[src/rtl/screen_transition_if.sv]
// ----------------------------------------------------------------------------
// screen_transition_if
//   Bundles the display-path signals of screen_transition.
//   master : the side that owns the OLED driver / screen generators
//            (drives frame_begin, pixel_index, screen_sel, screen_data).
//   slave  : screen_transition itself
//            (drives x, y, oled_data, active_scr, busy and the debug view).
//   dbg_state / dbg_level expose the transition FSM state and the current
//   brightness level so checkers can observe the fade directly.
//   Handshake semantics: there is no valid/ready pair on this bus. frame_begin
//   is a single-cycle strobe; every other input is level-sensitive and every
//   output is valid in the same cycle as the inputs it depends on.
// ----------------------------------------------------------------------------
interface screen_transition_if #(
    parameter int NUM_SCREENS = 5,
    parameter int LEVEL_W     = 3
);
    logic                      frame_begin;
    logic [12:0]               pixel_index;
    logic [2:0]                screen_sel;
    logic [16*NUM_SCREENS-1:0] screen_data;
    logic [6:0]                x;
    logic [5:0]                y;
    logic [15:0]               oled_data;
    logic [2:0]                active_scr;
    logic                      busy;
    logic [1:0]                dbg_state;
    logic [LEVEL_W:0]          dbg_level;

    modport master (
        output frame_begin, pixel_index, screen_sel, screen_data,
        input  x, y, oled_data, active_scr, busy, dbg_state, dbg_level
    );

    modport slave (
        input  frame_begin, pixel_index, screen_sel, screen_data,
        output x, y, oled_data, active_scr, busy, dbg_state, dbg_level
    );
endinterface

[src/rtl/screen_transition.sv]
// ----------------------------------------------------------------------------
// screen_transition
//   Display-path stage between the screen pixel generators and the OLED driver.
//   - Converts pixel_index (96x64, row-major) into x/y for the screen modules.
//   - Forwards the active screen's RGB565 colour, scaled by a brightness level.
//   - On a screen change: fade out to black, swap screens, fade back in. The
//     fade advances one level per FRAMES_PER_STEP frame_begin pulses.
// Ports
//   clk    : system clock
//   rst_n  : asynchronous active-low reset
//   bus    : screen_transition_if.slave
//            in : frame_begin, pixel_index, screen_sel, screen_data
//            out: x, y, oled_data, active_scr, busy, dbg_state, dbg_level
// ----------------------------------------------------------------------------
module screen_transition #(
    parameter int NUM_SCREENS     = 5,
    parameter int LEVEL_W         = 3,
    parameter int FRAMES_PER_STEP = 2
) (
    input  logic                clk,
    input  logic                rst_n,
    screen_transition_if.slave  bus
);

    localparam logic [LEVEL_W:0] FULL  = (LEVEL_W+1)'(1) << LEVEL_W;
    localparam int               CNT_W = (FRAMES_PER_STEP > 1) ? $clog2(FRAMES_PER_STEP) : 1;
    localparam int               PW    = 6 + LEVEL_W + 1;

    typedef enum logic [1:0] {
        SHOW     = 2'd0,
        FADE_OUT = 2'd1,
        BLACK    = 2'd2,
        FADE_IN  = 2'd3
    } state_t;

    state_t           r_state;
    state_t           w_state_next;
    logic [LEVEL_W:0] r_level;
    logic [LEVEL_W:0] w_level_next;
    logic [2:0]       r_active;
    logic [2:0]       w_active_next;
    logic [2:0]       r_target;
    logic [2:0]       w_target_next;
    logic [CNT_W-1:0] r_cnt;

    logic             w_busy;
    logic             w_step;
    logic             w_sel_valid;

    // ------------------------------------------------------------------------
    // Coordinates: indices past the last pixel map to the origin.
    // ------------------------------------------------------------------------
    logic [6:0] w_x;
    logic [5:0] w_y;

    always_comb begin
        w_x = '0;
        w_y = '0;
        if (bus.pixel_index <= 13'd6143) begin
            w_x = 7'(bus.pixel_index % 13'd96);
            w_y = 6'(bus.pixel_index / 13'd96);
        end
    end

    // ------------------------------------------------------------------------
    // Source select and brightness scaling.
    // level==FULL reproduces the channel exactly, since (c*FULL)>>LEVEL_W == c.
    // ------------------------------------------------------------------------
    logic [15:0]   w_src;
    logic [PW-1:0] w_r_prod;
    logic [PW-1:0] w_g_prod;
    logic [PW-1:0] w_b_prod;
    logic [15:0]   w_oled;

    always_comb begin
        w_src = '0;
        for (int k = 0; k < NUM_SCREENS; k++) begin
            if (r_active == 3'(k)) begin
                w_src = bus.screen_data[16*k +: 16];
            end
        end
    end

    always_comb begin
        w_r_prod = PW'(w_src[15:11]) * PW'(r_level);
        w_g_prod = PW'(w_src[10:5])  * PW'(r_level);
        w_b_prod = PW'(w_src[4:0])   * PW'(r_level);
        w_oled   = {5'(w_r_prod >> LEVEL_W),
                    6'(w_g_prod >> LEVEL_W),
                    5'(w_b_prod >> LEVEL_W)};
    end

    // ------------------------------------------------------------------------
    // Step tick: fires on the FRAMES_PER_STEP-th frame_begin seen while busy.
    // In SHOW busy is low, so a pulse coinciding with SHOW->FADE_OUT is ignored.
    // ------------------------------------------------------------------------
    assign w_busy      = (r_state != SHOW);
    assign w_step      = w_busy && bus.frame_begin &&
                         (r_cnt == CNT_W'(FRAMES_PER_STEP - 1));
    assign w_sel_valid = ({1'b0, bus.screen_sel} < 4'(NUM_SCREENS));

    always_ff @(posedge clk or negedge rst_n) begin
        if (!rst_n) begin
            r_cnt <= '0;
        end else if (w_state_next != r_state) begin
            r_cnt <= '0;
        end else if (w_busy && bus.frame_begin) begin
            if (w_step) begin
                r_cnt <= '0;
            end else begin
                r_cnt <= r_cnt + CNT_W'(1);
            end
        end
    end

    // ------------------------------------------------------------------------
    // Transition FSM
    // ------------------------------------------------------------------------
    always_ff @(posedge clk or negedge rst_n) begin
        if (!rst_n) begin
            r_state  <= SHOW;
            r_level  <= FULL;
            r_active <= '0;
            r_target <= '0;
        end else begin
            r_state  <= w_state_next;
            r_level  <= w_level_next;
            r_active <= w_active_next;
            r_target <= w_target_next;
        end
    end

    always_comb begin
        w_state_next  = r_state;
        w_level_next  = r_level;
        w_active_next = r_active;
        w_target_next = r_target;
        case (r_state)
            SHOW: begin
                w_level_next = FULL;
                if (w_sel_valid && (bus.screen_sel != r_active)) begin
                    w_target_next = bus.screen_sel;
                    w_state_next  = FADE_OUT;
                end
            end
            FADE_OUT: begin
                // The destination may still change while fading out; selecting
                // the current screen again just re-shows it after the fade.
                if (w_sel_valid) begin
                    w_target_next = bus.screen_sel;
                end
                if (w_step) begin
                    w_level_next = r_level - (LEVEL_W+1)'(1);
                    if (r_level == (LEVEL_W+1)'(1)) begin
                        w_state_next = BLACK;
                    end
                end
            end
            BLACK: begin
                if (w_step) begin
                    w_active_next = r_target;
                    w_level_next  = (LEVEL_W+1)'(1);
                    w_state_next  = FADE_IN;
                end
            end
            FADE_IN: begin
                if (w_step) begin
                    w_level_next = r_level + (LEVEL_W+1)'(1);
                    if (r_level == FULL - (LEVEL_W+1)'(1)) begin
                        w_state_next = SHOW;
                    end
                end
            end
            default: begin
                w_state_next = SHOW;
                w_level_next = FULL;
            end
        endcase
    end

    // ------------------------------------------------------------------------
    // Outputs
    // ------------------------------------------------------------------------
    assign bus.x          = w_x;
    assign bus.y          = w_y;
    assign bus.oled_data  = w_oled;
    assign bus.active_scr = r_active;
    assign bus.busy       = w_busy;
    assign bus.dbg_state  = r_state;
    assign bus.dbg_level  = r_level;

endmodule

[src/flat_wrapper.sv]
// flat-port wrapper written by rule: the top's interface ports become plain ports
module screen_transition_flat 
#(
    parameter int NUM_SCREENS     = 5,
    parameter int LEVEL_W         = 3,
    parameter int FRAMES_PER_STEP = 2
)
  (clk, rst_n, bus_frame_begin, bus_pixel_index, bus_screen_sel, bus_screen_data, bus_x, bus_y, bus_oled_data, bus_active_scr, bus_busy, bus_dbg_state, bus_dbg_level);
  screen_transition_if #(.NUM_SCREENS(NUM_SCREENS), .LEVEL_W(LEVEL_W)) bus_i ();
  input  logic clk;
  input  logic rst_n;
  input wire logic [$bits(bus_i.frame_begin)-1:0] bus_frame_begin;
  input wire logic [$bits(bus_i.pixel_index)-1:0] bus_pixel_index;
  input wire logic [$bits(bus_i.screen_sel)-1:0] bus_screen_sel;
  input wire logic [$bits(bus_i.screen_data)-1:0] bus_screen_data;
  output wire logic [$bits(bus_i.x)-1:0] bus_x;
  output wire logic [$bits(bus_i.y)-1:0] bus_y;
  output wire logic [$bits(bus_i.oled_data)-1:0] bus_oled_data;
  output wire logic [$bits(bus_i.active_scr)-1:0] bus_active_scr;
  output wire logic [$bits(bus_i.busy)-1:0] bus_busy;
  output wire logic [$bits(bus_i.dbg_state)-1:0] bus_dbg_state;
  output wire logic [$bits(bus_i.dbg_level)-1:0] bus_dbg_level;
  assign bus_i.frame_begin = bus_frame_begin;
  assign bus_i.pixel_index = bus_pixel_index;
  assign bus_i.screen_sel = bus_screen_sel;
  assign bus_i.screen_data = bus_screen_data;
  assign bus_x = bus_i.x;
  assign bus_y = bus_i.y;
  assign bus_oled_data = bus_i.oled_data;
  assign bus_active_scr = bus_i.active_scr;
  assign bus_busy = bus_i.busy;
  assign bus_dbg_state = bus_i.dbg_state;
  assign bus_dbg_level = bus_i.dbg_level;
  screen_transition #(.NUM_SCREENS(NUM_SCREENS), .LEVEL_W(LEVEL_W), .FRAMES_PER_STEP(FRAMES_PER_STEP)) u_core (.clk(clk), .rst_n(rst_n), .bus(bus_i));
endmodule
[config.mk]
export PLATFORM = sky130hd
export DESIGN_NAME = screen_transition_flat
export DESIGN_NICKNAME = d
export VERILOG_FILES = /design/src/rtl/screen_transition_if.sv /design/src/rtl/screen_transition.sv /design/src/flat_wrapper.sv
export SDC_FILE = /design/constraint.sdc
export NUM_CORES = 1
export LEC_CHECK = 0
export CAP_MARGIN = 20
export CORE_AREA = 2 2 97 109
export CTS_BUF_LIST = sky130_fd_sc_hd__clkbuf_4
export CTS_CLUSTER_SIZE = 28
export DETAILED_ROUTE_END_ITERATION = 10
export DIE_AREA = 0 0 99 111
export GPL_ROUTABILITY_DRIVEN = 0
export PLACE_DENSITY = 0.78
export SYNTH_ARGS = -nofsm -noshare
export SYNTH_HDL_FRONTEND = slang
export SYNTH_SLANG_ARGS = --single-unit
[constraint.sdc]
create_clock -name clk -period 20 [get_ports clk]
set_input_delay 6 -clock clk [delete_from_list [all_inputs] [get_ports clk]]
set_output_delay 6 -clock clk [all_outputs]
set_load 0.03 [all_outputs]
# Yosys cells after proc, flatten, opt, wreduce, memory -nomap -nowiden
# Index checks and enable logic that the tools add are counted.
[word_totals]
ff_bits = 13
[classes]
n_addsub = 3
n_mul = 3
n_div = 2
n_lt_le_gt_ge = 2
n_eq_ne = 16
muxes = 24
reduce_logical = 11
[ops]
columns = ["cell", "count"]
rows = [
  ["$mux W16", 5],
  ["$mul A5 B4 Y8", 2],
  ["$pmux W4 S4", 1],
  ["$div A13 B7 Y13 const B", 1],
  ["$le A13 B13 Y1 const B", 1],
  ["$mod A13 B7 Y13 const B", 1],
  ["$mux W2", 6],
  ["$mux W4", 3],
  ["$ne A2 B1 Y1 const B", 5],
  ["$mul A6 B4 Y9", 1],
  ["$pmux W2 S4", 1],
  ["$mux W7", 1],
  ["$eq A3 B2 Y1 const B", 2],
  ["$mux W3", 2],
  ["$mux W6", 1],
  ["$pmux W3 S2", 1],
  ["$reduce_and A3 Y1", 2],
  ["$reduce_bool A2 Y1", 3],
  ["$add A4 B1 Y4 const B", 1],
  ["$eq A2 B2 Y1 const B", 2],
  ["$eq A4 B1 Y1 const B", 1],
  ["$eq A4 B3 Y1 const B", 1],
  ["$sub A4 B1 Y4 const B", 1],
  ["$eq A3 B1 Y1 const B", 1],
  ["11 further kinds", 15],
]

# Longest topological paths before layout
# Gate-level depths: netlist (run 1).
[depth]
depth_word = 7
mapped_depth = 16
mapped_depth_nobuf = 14

# Worst setup path after synthesis (run 1)
# OpenSTA, ideal clock, no wires.
[synth_timing]
path_type = "input to output"
startpoint = "in bus_screen_data[55]"
endpoint = "out bus_oled_data[10]"
t_arrival_ns = 9.204
t_required_ns = 14.000
path_slack_ns = 4.796
cell_stages = 12
n_path_buf = 0
path_cell_list = "mux4_2 a22o_1 nand2_1 fa_1 fa_1 inv_1 fa_1 a21o_1 a21oi_1 o21bai_1 a21oi_1 xnor2_1"
[synth_via]
elab_chain_cells = 3
[synth_rtl]
columns = ["element", "line_no", "text"]
rows = [
  ["start, declared", "flat_wrapper.sv:15", "input wire logic [$bits(bus_i.screen_data)-1:0] bus_screen_data;"],
  ["$mux W16 (2 in series)", "screen_transition.sv:78", "if (r_active == 3'(k)) begin"],
  ["$mul A6 B4 Y9", "screen_transition.sv:86", "w_g_prod = PW'(w_src[10:5]) * PW'(r_level);"],
  ["end, declared", "flat_wrapper.sv:18", "output wire logic [$bits(bus_i.oled_data)-1:0] bus_oled_data;"],
]
# No other way between the ends.

# Final worst setup path (run 1)
[layout_timing]
startpoint = "in bus_screen_data[23]"
endpoint = "out bus_oled_data[10]"
[layout_via]
elab_chain_cells = 5
[layout_rtl]
columns = ["element", "line_no"]
rows = [
  ["$mux W16 (4 in series)", "screen_transition.sv:78"],
  ["$mul A6 B4 Y9", "screen_transition.sv:86"],
]
# No other way between the ends.

==> metrics.yaml, run 1 <==
floorplanning:
  num_io_pins: 138
  die_w_um: 99
  core-area_um2: 10000
  row_count: 39
  initial_core_util_pct: 38.6
  dieArea_um2: 11000
  die_y_um: 111
logic_synthesis:
  synth.distinct_cells: 76
  netlist_top_cells_count: "nand2_1 (61), inv_1 (37), ha_1 (31), and2_1 (24), nor2_1 (22)"
  syn_inst: 452
  yosys.area.top_type_share_pct: 10.4
  synth_nets: 602
  synth_edf_count: 0
  synthMostInstantiatedCell: "nand2_1"
  syn_area_per_cell_um2: 8.54
  synth_top_area_cell: "fa_1"
  synth_area_um2: 3860
  ys.flop_type: "dfrtp_1"
  synth_seq_cells: 13
  synthArstFlopShare_pct: 100
  synth_seq_area_share_pct: 8.46
  netlist_top_cells_area: "fa_1 (10%), ha_1 (10%), dfrtp_1 (7.8%), mux4_2 (7.6%), nand2_1 (5.9%)"
  yosysWarnings: 0
sta:
  fmax_mhz: 61.2
  setup-violations-final: 0
  setup_ws_ns: 3.67
  setup-tns-final_ns: 0
  finalCritPeriodShare_pct: 81.7
  grt_setup_unrepaired: "no"
  tightest_slew_ns: 0.809
  min_period_ns: 16.33
  hold_ws_ns: 0.512
  hold_viol_final: 0
  relSlewSlack_pct: 45.9
  slew_viol_final: 0
  skew_ns: 0.00172
flow_run:
  cap_violations: 0
global_route:
  grt_pass1_wl_um: 18000
  grt_max_degree: 26
  grt_pass1_vias: 3853
  grt.overflow.total: 0
  antenna_found_initial: 0
  grt_use_total_pct: 19.5
outcome:
  status: "completed"
placement:
  post-dp-hpwl_um: 8920
  pre_cts_ws_ns: 3.65
  portBuffers: 137
drt:
  drtPass1Iterations: 5
  drt_iter0_markers: 183
  drt-total-wl_um: 11000
  via_per_inst: 5.61
  drc: 0
  via_count: 3874
  drtAntennaViolNets: 0
  post_drt_wl_per_cell_um: 16.0
clock_network:
  cts.sinks: 13
  cts_buffers: 3
  htree_num_levels: 1
  cts_hold_buf: 0
  clock_latency_ns: 0.27
  cts_setup_buffers: 0
  clockRootBuffer: "clkbuf_4"
  cts_tree: "yes"
  path_clk_slew_ns: 0.08
  clockBufferDepth: 2
  postCtsResizedCells: 0
layout:
  fill_cells: 912
  insertedDiodeCount: 0
  area_growth_pct: 35.4
  nets: 718
  drive_above_1_share_pct: 8.47
  utilization_pct: 52.2
critical_path:
  crit_fanout: 4
  crit_type: "primary input to output port"
  required_ns: 14.00
  cp.arrival_ns: 10.33
  worstSetupStartpointType: "primary input"
  endpoint_kind: "output port"
worst_hold_path:
  hold_class: "flop to flop"
==> cell usage in the layout (no fill, tap or decap), types with 14 or more instances in the layout <==
cell             synthesis  routed
ha_1                    31      31
xnor2_1                 14      14
clkdlybuf4s50_1          0     137
a21oi_1                 19      19
a22o_1                  14      14
fa_1                    20      20
nand2_1                 61      61
nor2_1                  22      22
and2_1                  24      24
inv_1                   37      37
==> sequential cells by signal, summed over array words and instances, names as in the netlist <==
signal	count
u_core.r_cnt	1
u_core.bus.active_scr	3
u_core.r_target	3
u_core.bus.dbg_level	4
u_core.bus.dbg_state	2
==> critical path: stages <==
cell and delay [ns]:
clkdlybuf4s50_1 0.41, mux4_2 0.46, a22o_1 0.28, nand2_1 0.10, fa_1 0.46, fa_1 0.56
inv_1 0.07, fa_1 0.47, a21o_1 0.19, a21oi_1 0.22, o21bai_1 0.09, a21oi_1 0.18
xnor2_1 0.14, clkdlybuf4s50_1 0.69
==> through the flow <==
stage	std cells	area, um^2
global route	690	5220
global placement	686	5190
finish	690	5220
CTS	690	5220
floorplan	452	3860
detailed placement	686	5190
==> worst paths after layout <==
kind	slack, ns	from	depth (start not counted)	to
worst max register to register	18.23	u_core.bus.dbg_level[0]	6	u_core.bus.dbg_level[2]
worst max-delay path	3.67	bus_screen_data[23]	14	bus_oled_data[10]
min in group asynchronous	6.10	rst_n	1	u_core.r_target[2]
max in group asynchronous	13.51	rst_n	1	u_core.bus.dbg_level[0]
worst min register to register	0.51	u_core.r_target[1]	1	u_core.r_target[1]
worst min-delay path	0.51	u_core.r_target[1]	1	u_core.r_target[1]
==> routing by layer <==
layer | vias to the layer above | track usage (%) | part of all wire [%] | wire length [um]
met5 | - | 0 | 0 | 0
met4 | 0 | 3.84 | 1.1 | 117
met3 | 10 | 1.51 | 5.7 | 626
met2 | 156 | 35.9 | 52 | 5790
met1 | 1847 | 24.9 | 41 | 4510
li1 | 1861 | - | - | -
==> area by class of cell <==
class	count	area (um^2)	share of cell area, %
clock buffers	4	30.0	0.575
flip-flops and latches	13	327	6.25
inverters	38	143	2.73
well taps	123	154	2.95
repair buffers	141	1400	26.8
multi-input cells	371	3170	60.7
==> kinds of logic (layout without fill, tap and decap cells) <==
| group | count (synthesis) | after routing | synth area share (%) |
|---|---|---|---|
| AO/OA/AOI/OAI | 112 | 112 | 22.9 |
| XOR/XNOR | 27 | 27 | 6.13 |
| adder cells (fa/ha/maj) | 52 | 52 | 20.7 |
| buffers and inverters | 68 | 183 | 9.40 |
| flip-flops | 13 | 13 | 8.46 |
| multiplexers | 22 | 22 | 10.2 |
| AND/OR/NAND/NOR | 158 | 158 | 22.2 |
Power of run 1 is left out: the tool's default activity adds up to more than one toggle a clock period on the data nets, which glitch-free logic cannot reach.
==> inputs of run 2 (changes only) <==
- PLACE_DENSITY: 0.78 -> 0.81
- clock period: 20 -> 14.3 ns (I/O delays scaled with it)
==> run 2 against run 1 <==
Clock-buffer cell count stayed put. Via count is 0.15% lower. Register-to-register slack worse by 6.1 ns. Critical path type unchanged. Largest cell class unchanged.
==> metrics.yaml, run 2 (synthesized netlist as in run 1, its figures left out) <==
drt:
  drtAntennaViolNets: 0  # unchanged
  via_count: 3868  # -0.15%
  via_per_inst: 5.62  # +0.14%
  drt-total-wl_um: 11200  # +1.6%
  drtPass1Iterations: 5  # unchanged
  drt_iter0_markers: 144  # -21%
  post_drt_wl_per_cell_um: 16.3  # +1.9%
  drc: 0  # unchanged
clock_network:
  postCtsResizedCells: 0  # unchanged
  cts_buffers: 3  # unchanged
  clockBufferDepth: 2  # unchanged
  cts.sinks: 13  # unchanged
  htree_num_levels: 1  # unchanged
  clockRootBuffer: "clkbuf_4"
  cts_hold_buf: 0  # unchanged
  cts_tree: "yes"
  cts_setup_buffers: 0  # unchanged
  path_clk_slew_ns: 0.07  # about the same
  clock_latency_ns: 0.28  # about the same
critical_path:
  endpoint_kind: "output port"
  crit_top_cell: "fa_1"
  cp.arrival_ns: 8.67  # -1.66 ns
  crit_type: "primary input to output port"
  crit_path_max_incr_delay_ns: 0.70  # about the same
  worstSetupStartpointType: "primary input"
  required_ns: 10.01  # -3.99 ns
  crit_fanout: 4  # unchanged
  slowest_stage: "clkdlybuf4s50_1"
  crit_chain: "clkdlybuf4s50_1 -> mux4_2 -> a22o_1 -> nand2_1 -> fa_1 -> fa_1 -> inv_1 -> fa_1 -> a21o_1 -> a21oi_1 -> o21bai_1 -> a21oi_1 -> xnor2_1 -> clkdlybuf4s50_1"
global_route:
  use_met1_pct: 25.6  # +0.69 points
  grt.met3_usage_pct: 2.77  # +1.3 points
  grt_pass1_wl_um: 18400  # +1.8%
  use_met2_pct: 36.0  # +0.18 points
  grt_pass1_vias: 3934  # +2.1%
  antenna_found_initial: 1  # +1
  grt_max_degree: 26  # unchanged
  grt.overflow.total: 0  # unchanged
  grt_use_total_pct: 20.0  # +0.45 points
  busiest_layer: "met2"
floorplanning:
  die_w_um: 99  # unchanged
  die_y_um: 111  # unchanged
  num_io_pins: 138  # unchanged
  initial_core_util_pct: 38.6  # unchanged
  row_count: 39  # unchanged
  dieArea_um2: 11000  # unchanged
  core-area_um2: 10000  # unchanged
layout:
  utilization_pct: 52.1  # -0.15 points
  layout_commonest_cell: "clkdlybuf4s50_1"
  nets: 716  # -0.28%
  layout_common_cells: "clkdlybuf4s50_1 (137), nand2_1 (61), inv_1 (37), ha_1 (31), and2_1 (24)"
  area_growth_pct: 35.0
  regArea_um2: 327  # unchanged
  largest_reg_flops: 4  # unchanged
  drive_above_1_share_pct: 8.14  # -0.32 points
  fill_cells: 942  # +3.3%
  insertedDiodeCount: 0  # unchanged
  multi_input_area_um2: 3170  # unchanged
sta:
  grt_setup_unrepaired: "no"
  fmax_mhz: 77.2
  slew_viol_final: 0  # unchanged
  setup-tns-final_ns: 0  # unchanged
  hold_viol_final: 0  # unchanged
  tightest_slew_ns: 1.14  # +0.328 ns
  finalCritPeriodShare_pct: 90.6
  relSlewSlack_pct: 24.2  # -22 points
  setup-violations-final: 0  # unchanged
  min_period_ns: 12.96
  skew_ns: 0.00772  # +0.00600 ns
outcome:
  status: "completed"
placement:
  post-dp-hpwl_um: 9010  # +1.0%
  portBuffers: 137  # unchanged
flow_run:
  cap_violations: 0  # unchanged
worst_hold_path:
  hold_class: "flop to flop"
==> run 2: final cells by class <==
cell class / instances / area share [%]
Multi-Input combinational cell: 371 / 60.8
Clock buffer: 4 / 0.577
Sequential cell: 13 / 6.27
Timing Repair Buffer: 139 / 26.6
Tap cell: 123 / 2.95
Inverter: 38 / 2.74
==> run 2: per-layer routing <==
layer,wire (um),share of wire [%],vias to the layer above
li1,-,-,1864
met1,4680,42,1839
met2,5650,50,151
met3,743,6.6,12
met4,125,1.1,2
met5,13,0.12,-
==> run 2: critical path, delay by kind of cell <==
| kind | cells | cell delay (ns) |
|---|---|---|
| fa+ha+maj | 3 | 1.46 |
| buf+inv | 3 | 1.17 |
| compound gates | 5 | 1.00 |
| mux | 1 | 0.48 |
| xor+xnor | 1 | 0.16 |
| simple gates | 1 | 0.11 |
==> run 2: worst paths after layout <==
check,from,endpoint,slack (ns),depth (start not counted)
max in group asynchronous,rst_n,u_core.bus.active_scr[1],9.50,1
setup reg to reg,u_core.bus.active_scr[1],u_core.r_target[1],12.09,5
hold reg to reg,u_core.r_target[0],u_core.r_target[0],0.52,1
hold / removal,u_core.r_target[0],u_core.r_target[0],0.52,1
min in group asynchronous,rst_n,u_core.r_cnt,4.39,1
setup / recovery,bus_screen_data[55],bus_oled_data[10],1.34,14
==> run 2: per-stage QoR <==
step | cells | hold slack (ns) | instance area (um^2) | setup slack (ns)
2_1_floorplan | 452 | 0.471 | 3860 | 2.52
3_3_place_gp | 684 | 0.489 | 5180 | 1.48
3_5_place_dp | 684 | 0.503 | 5180 | 1.33
4_1_cts | 688 | 0.522 | 5210 | 1.33
5_1_grt | 688 | 0.539 | 5210 | 1.17
6_report | 688 | 0.523 | 5210 | 1.34
Power of run 2 is left out for the same reason.
==> variant, RTL diff (flow settings as in run 2) <==
`NUM_SCREENS` is set to 5 in 3 places; all go to 10.
--- a/src/rtl/screen_transition_if.sv
+++ b/src/rtl/screen_transition_if.sv
@@ -13,5 +13,5 @@
 // ----------------------------------------------------------------------------
 interface screen_transition_if #(
-    parameter int NUM_SCREENS = 5,
+    parameter int NUM_SCREENS = 10,
     parameter int LEVEL_W     = 3
 );
--- a/src/rtl/screen_transition.sv
+++ b/src/rtl/screen_transition.sv
@@ -14,5 +14,5 @@
 // ----------------------------------------------------------------------------
 module screen_transition #(
-    parameter int NUM_SCREENS     = 5,
+    parameter int NUM_SCREENS     = 10,
     parameter int LEVEL_W         = 3,
     parameter int FRAMES_PER_STEP = 2
--- a/src/flat_wrapper.sv
+++ b/src/flat_wrapper.sv
@@ -2,5 +2,5 @@
 module screen_transition_flat 
 #(
-    parameter int NUM_SCREENS     = 5,
+    parameter int NUM_SCREENS     = 10,
     parameter int LEVEL_W         = 3,
     parameter int FRAMES_PER_STEP = 2
Interface: changed (resized bus_screen_data); port bits go from 138 to 218. No check against the original RTL was run, so the function may have changed too.
==> variant against run 2 <==
Area after synthesis increased by 3.9%; routed wire length increased by 22%; sequential cell count unchanged; setup slack got worse by 240 ps; global-route usage increased by 4.6 points; first-iteration DRC count increased by 100%; final area increased by 13%; maximum frequency decreased by 1.8%; critical path depth increased by 2.
Power is not shown: default switching activity piles up to over one toggle a cycle in this logic, so the estimate is an artifact.
==> variant: results (changes against run 2) <==
- Worst skew pair latency: 280 ps (about the same)
- Most area-consuming cells after synthesis: fa_1 (10%), ha_1 (9.7%), dfrtp_1 (7.5%), nand2_1 (5.8%), mux4_2 (5.6%)
- Outcome: finished, final reports clean
- DRC marker count from the first detailed-route iteration: 290 (+100%)
- Wirelength, routed: 13.68 mm (+22%)
- Sequential fraction of the synthesis area: 8.146% (-0.32 points)
- CP Max Fanout: 5 (+1)
- Port bufs: 185 (+35%)
- Post-synth top cells: nand2_1 (62), inv_1 (48), a21oi_1 (34)
- CTS H-Tree Depth: 1 (unchanged)
- Share of cells above drive strength 1: 5.318% (-2.8 points)
- CTS root buf: clkbuf_4
- First-pass GRT wire length: 22.08 mm (+20%)
- Slew margin rel.: 38.66% (+14 points)
- Filler Cell Count: 916 (-2.8%)
- Nets@finish: 908 (+27%)
- Mean cell area of the mapped netlist: 7.739 um^2 (-9.3%)
- Post-DR vias/cell: 5.700 (+1.4%)
- Worst Path Arrival: 8910 ps (+240 ps)
- Total GRT Usage: 24.55% (+4.6 points)
- TritonCTS buffer count: 3 (unchanged)
- Mapped Nets: 748 (+24%)
- Synth Warn #: 0 (unchanged)
- Largest net degree at the start of global routing: 51 (+96%)
- Yosys cell types: 68 (-11%)
- Max reg flops: 4 (unchanged)
- Post-cts resize count: 0 (unchanged)
- Placed Area: 5876 um^2 (+13%)
- Detailed placer's ending HPWL: 11.24 mm (+25%)
- Initial antenna violation count: 1 (unchanged)
- Ys flop type: dfrtp_1
- Final clock skew: 9.049 ps (+1.324 ps)
- Vias in the first global route: 4628 (+18%)
- Final hold violation count: 0 (unchanged)
- Worst-path clk slew: 70 ps (about the same)
- Non-Filler Instances: 801 (+16%)
- Ys async rst share: 100.0% (unchanged)
-- variant: cell count changes after synthesis, moves of 6 or more --
cell	before	now
mux2_2	4	11
a22o_1	14	3
buf_6	10	2
mux2i_1	4	19
nand2b_1	4	12
a21oi_1	19	34
buf_2	3	15
a221oi_1	0	11
inv_1	37	48
o21ai_0	12	27
o221ai_1	0	6
-- variant: worst paths after layout --
check / startpoint / to / slack (ps) / cells past startpoint
min in group asynchronous: rst_n / u_core.bus.dbg_state[0] / 4380 / 1
worst min register to register: u_core.r_target[1] / u_core.bus.active_scr[1] / 500 / 1
worst max register to register: u_core.bus.active_scr[2] / u_core.r_cnt / 11770 / 6
worst min-delay path: u_core.r_target[1] / u_core.bus.active_scr[1] / 500 / 1
worst max-delay path: bus_screen_data[86] / bus_oled_data[10] / 1100 / 16
max in group asynchronous: rst_n / u_core.bus.active_scr[1] / 9520 / 1
-- variant: critical path, stage by stage --
cell	delay, ps
clkdlybuf4s50_1	390
nand2b_1	160
a221oi_1	270
a21oi_1	70
a21oi_1	470
nand2b_1	210
fa_1	460
fa_1	540
inv_1	80
fa_1	450
a21o_1	200
a21oi_1	230
o21bai_1	90
a21oi_1	180
xnor2_1	130
clkdlybuf4s50_1	680
-- variant: area by class of cell --
cell class	instances	area (um^2)	share of cell area, %
Sequential cell	13	326.6	5.527
Timing Repair Buffer	188	1874	31.72
Antenna cell	1	2.502	0.04235
Tap cell	123	153.9	2.605
Clock buffer	4	30.03	0.5083
Inverter	49	183.9	3.113
Multi-Input combinational cell	423	3337	56.48
-- variant: cells by family after synthesis --
family | after synthesis | share of synthesized area (%)
muxes | 40 | 13.45
AOI/OAI and AO/OA | 134 | 22.72
adders and majority gates | 52 | 19.91
buffers and inverters | 82 | 8.614
xor gates and xnor gates | 26 | 5.680
DFF | 13 | 8.146
and+or+nand+nor | 171 | 21.47
-- variant: routing by layer --
metal	up-vias	track usage [%]	routed length (um)
li1	2171	-	-
met1	2146	29.57	5390
met3	41	5.170	1069
met4	0	10.50	594
met2	208	41.89	6621
met5	-	0	0
-- variant: per-stage QoR --
step                hold slack (ps)  setup slack, ps  util [%]
floorplan                     474.9             2474         -
global placement              486.3             1195     58.74
global route                  514.1            819.4     59.06
CTS                           506.7             1127     59.04
finish                        504.7             1103     59.06
detailed placement            490.1             1127     58.74
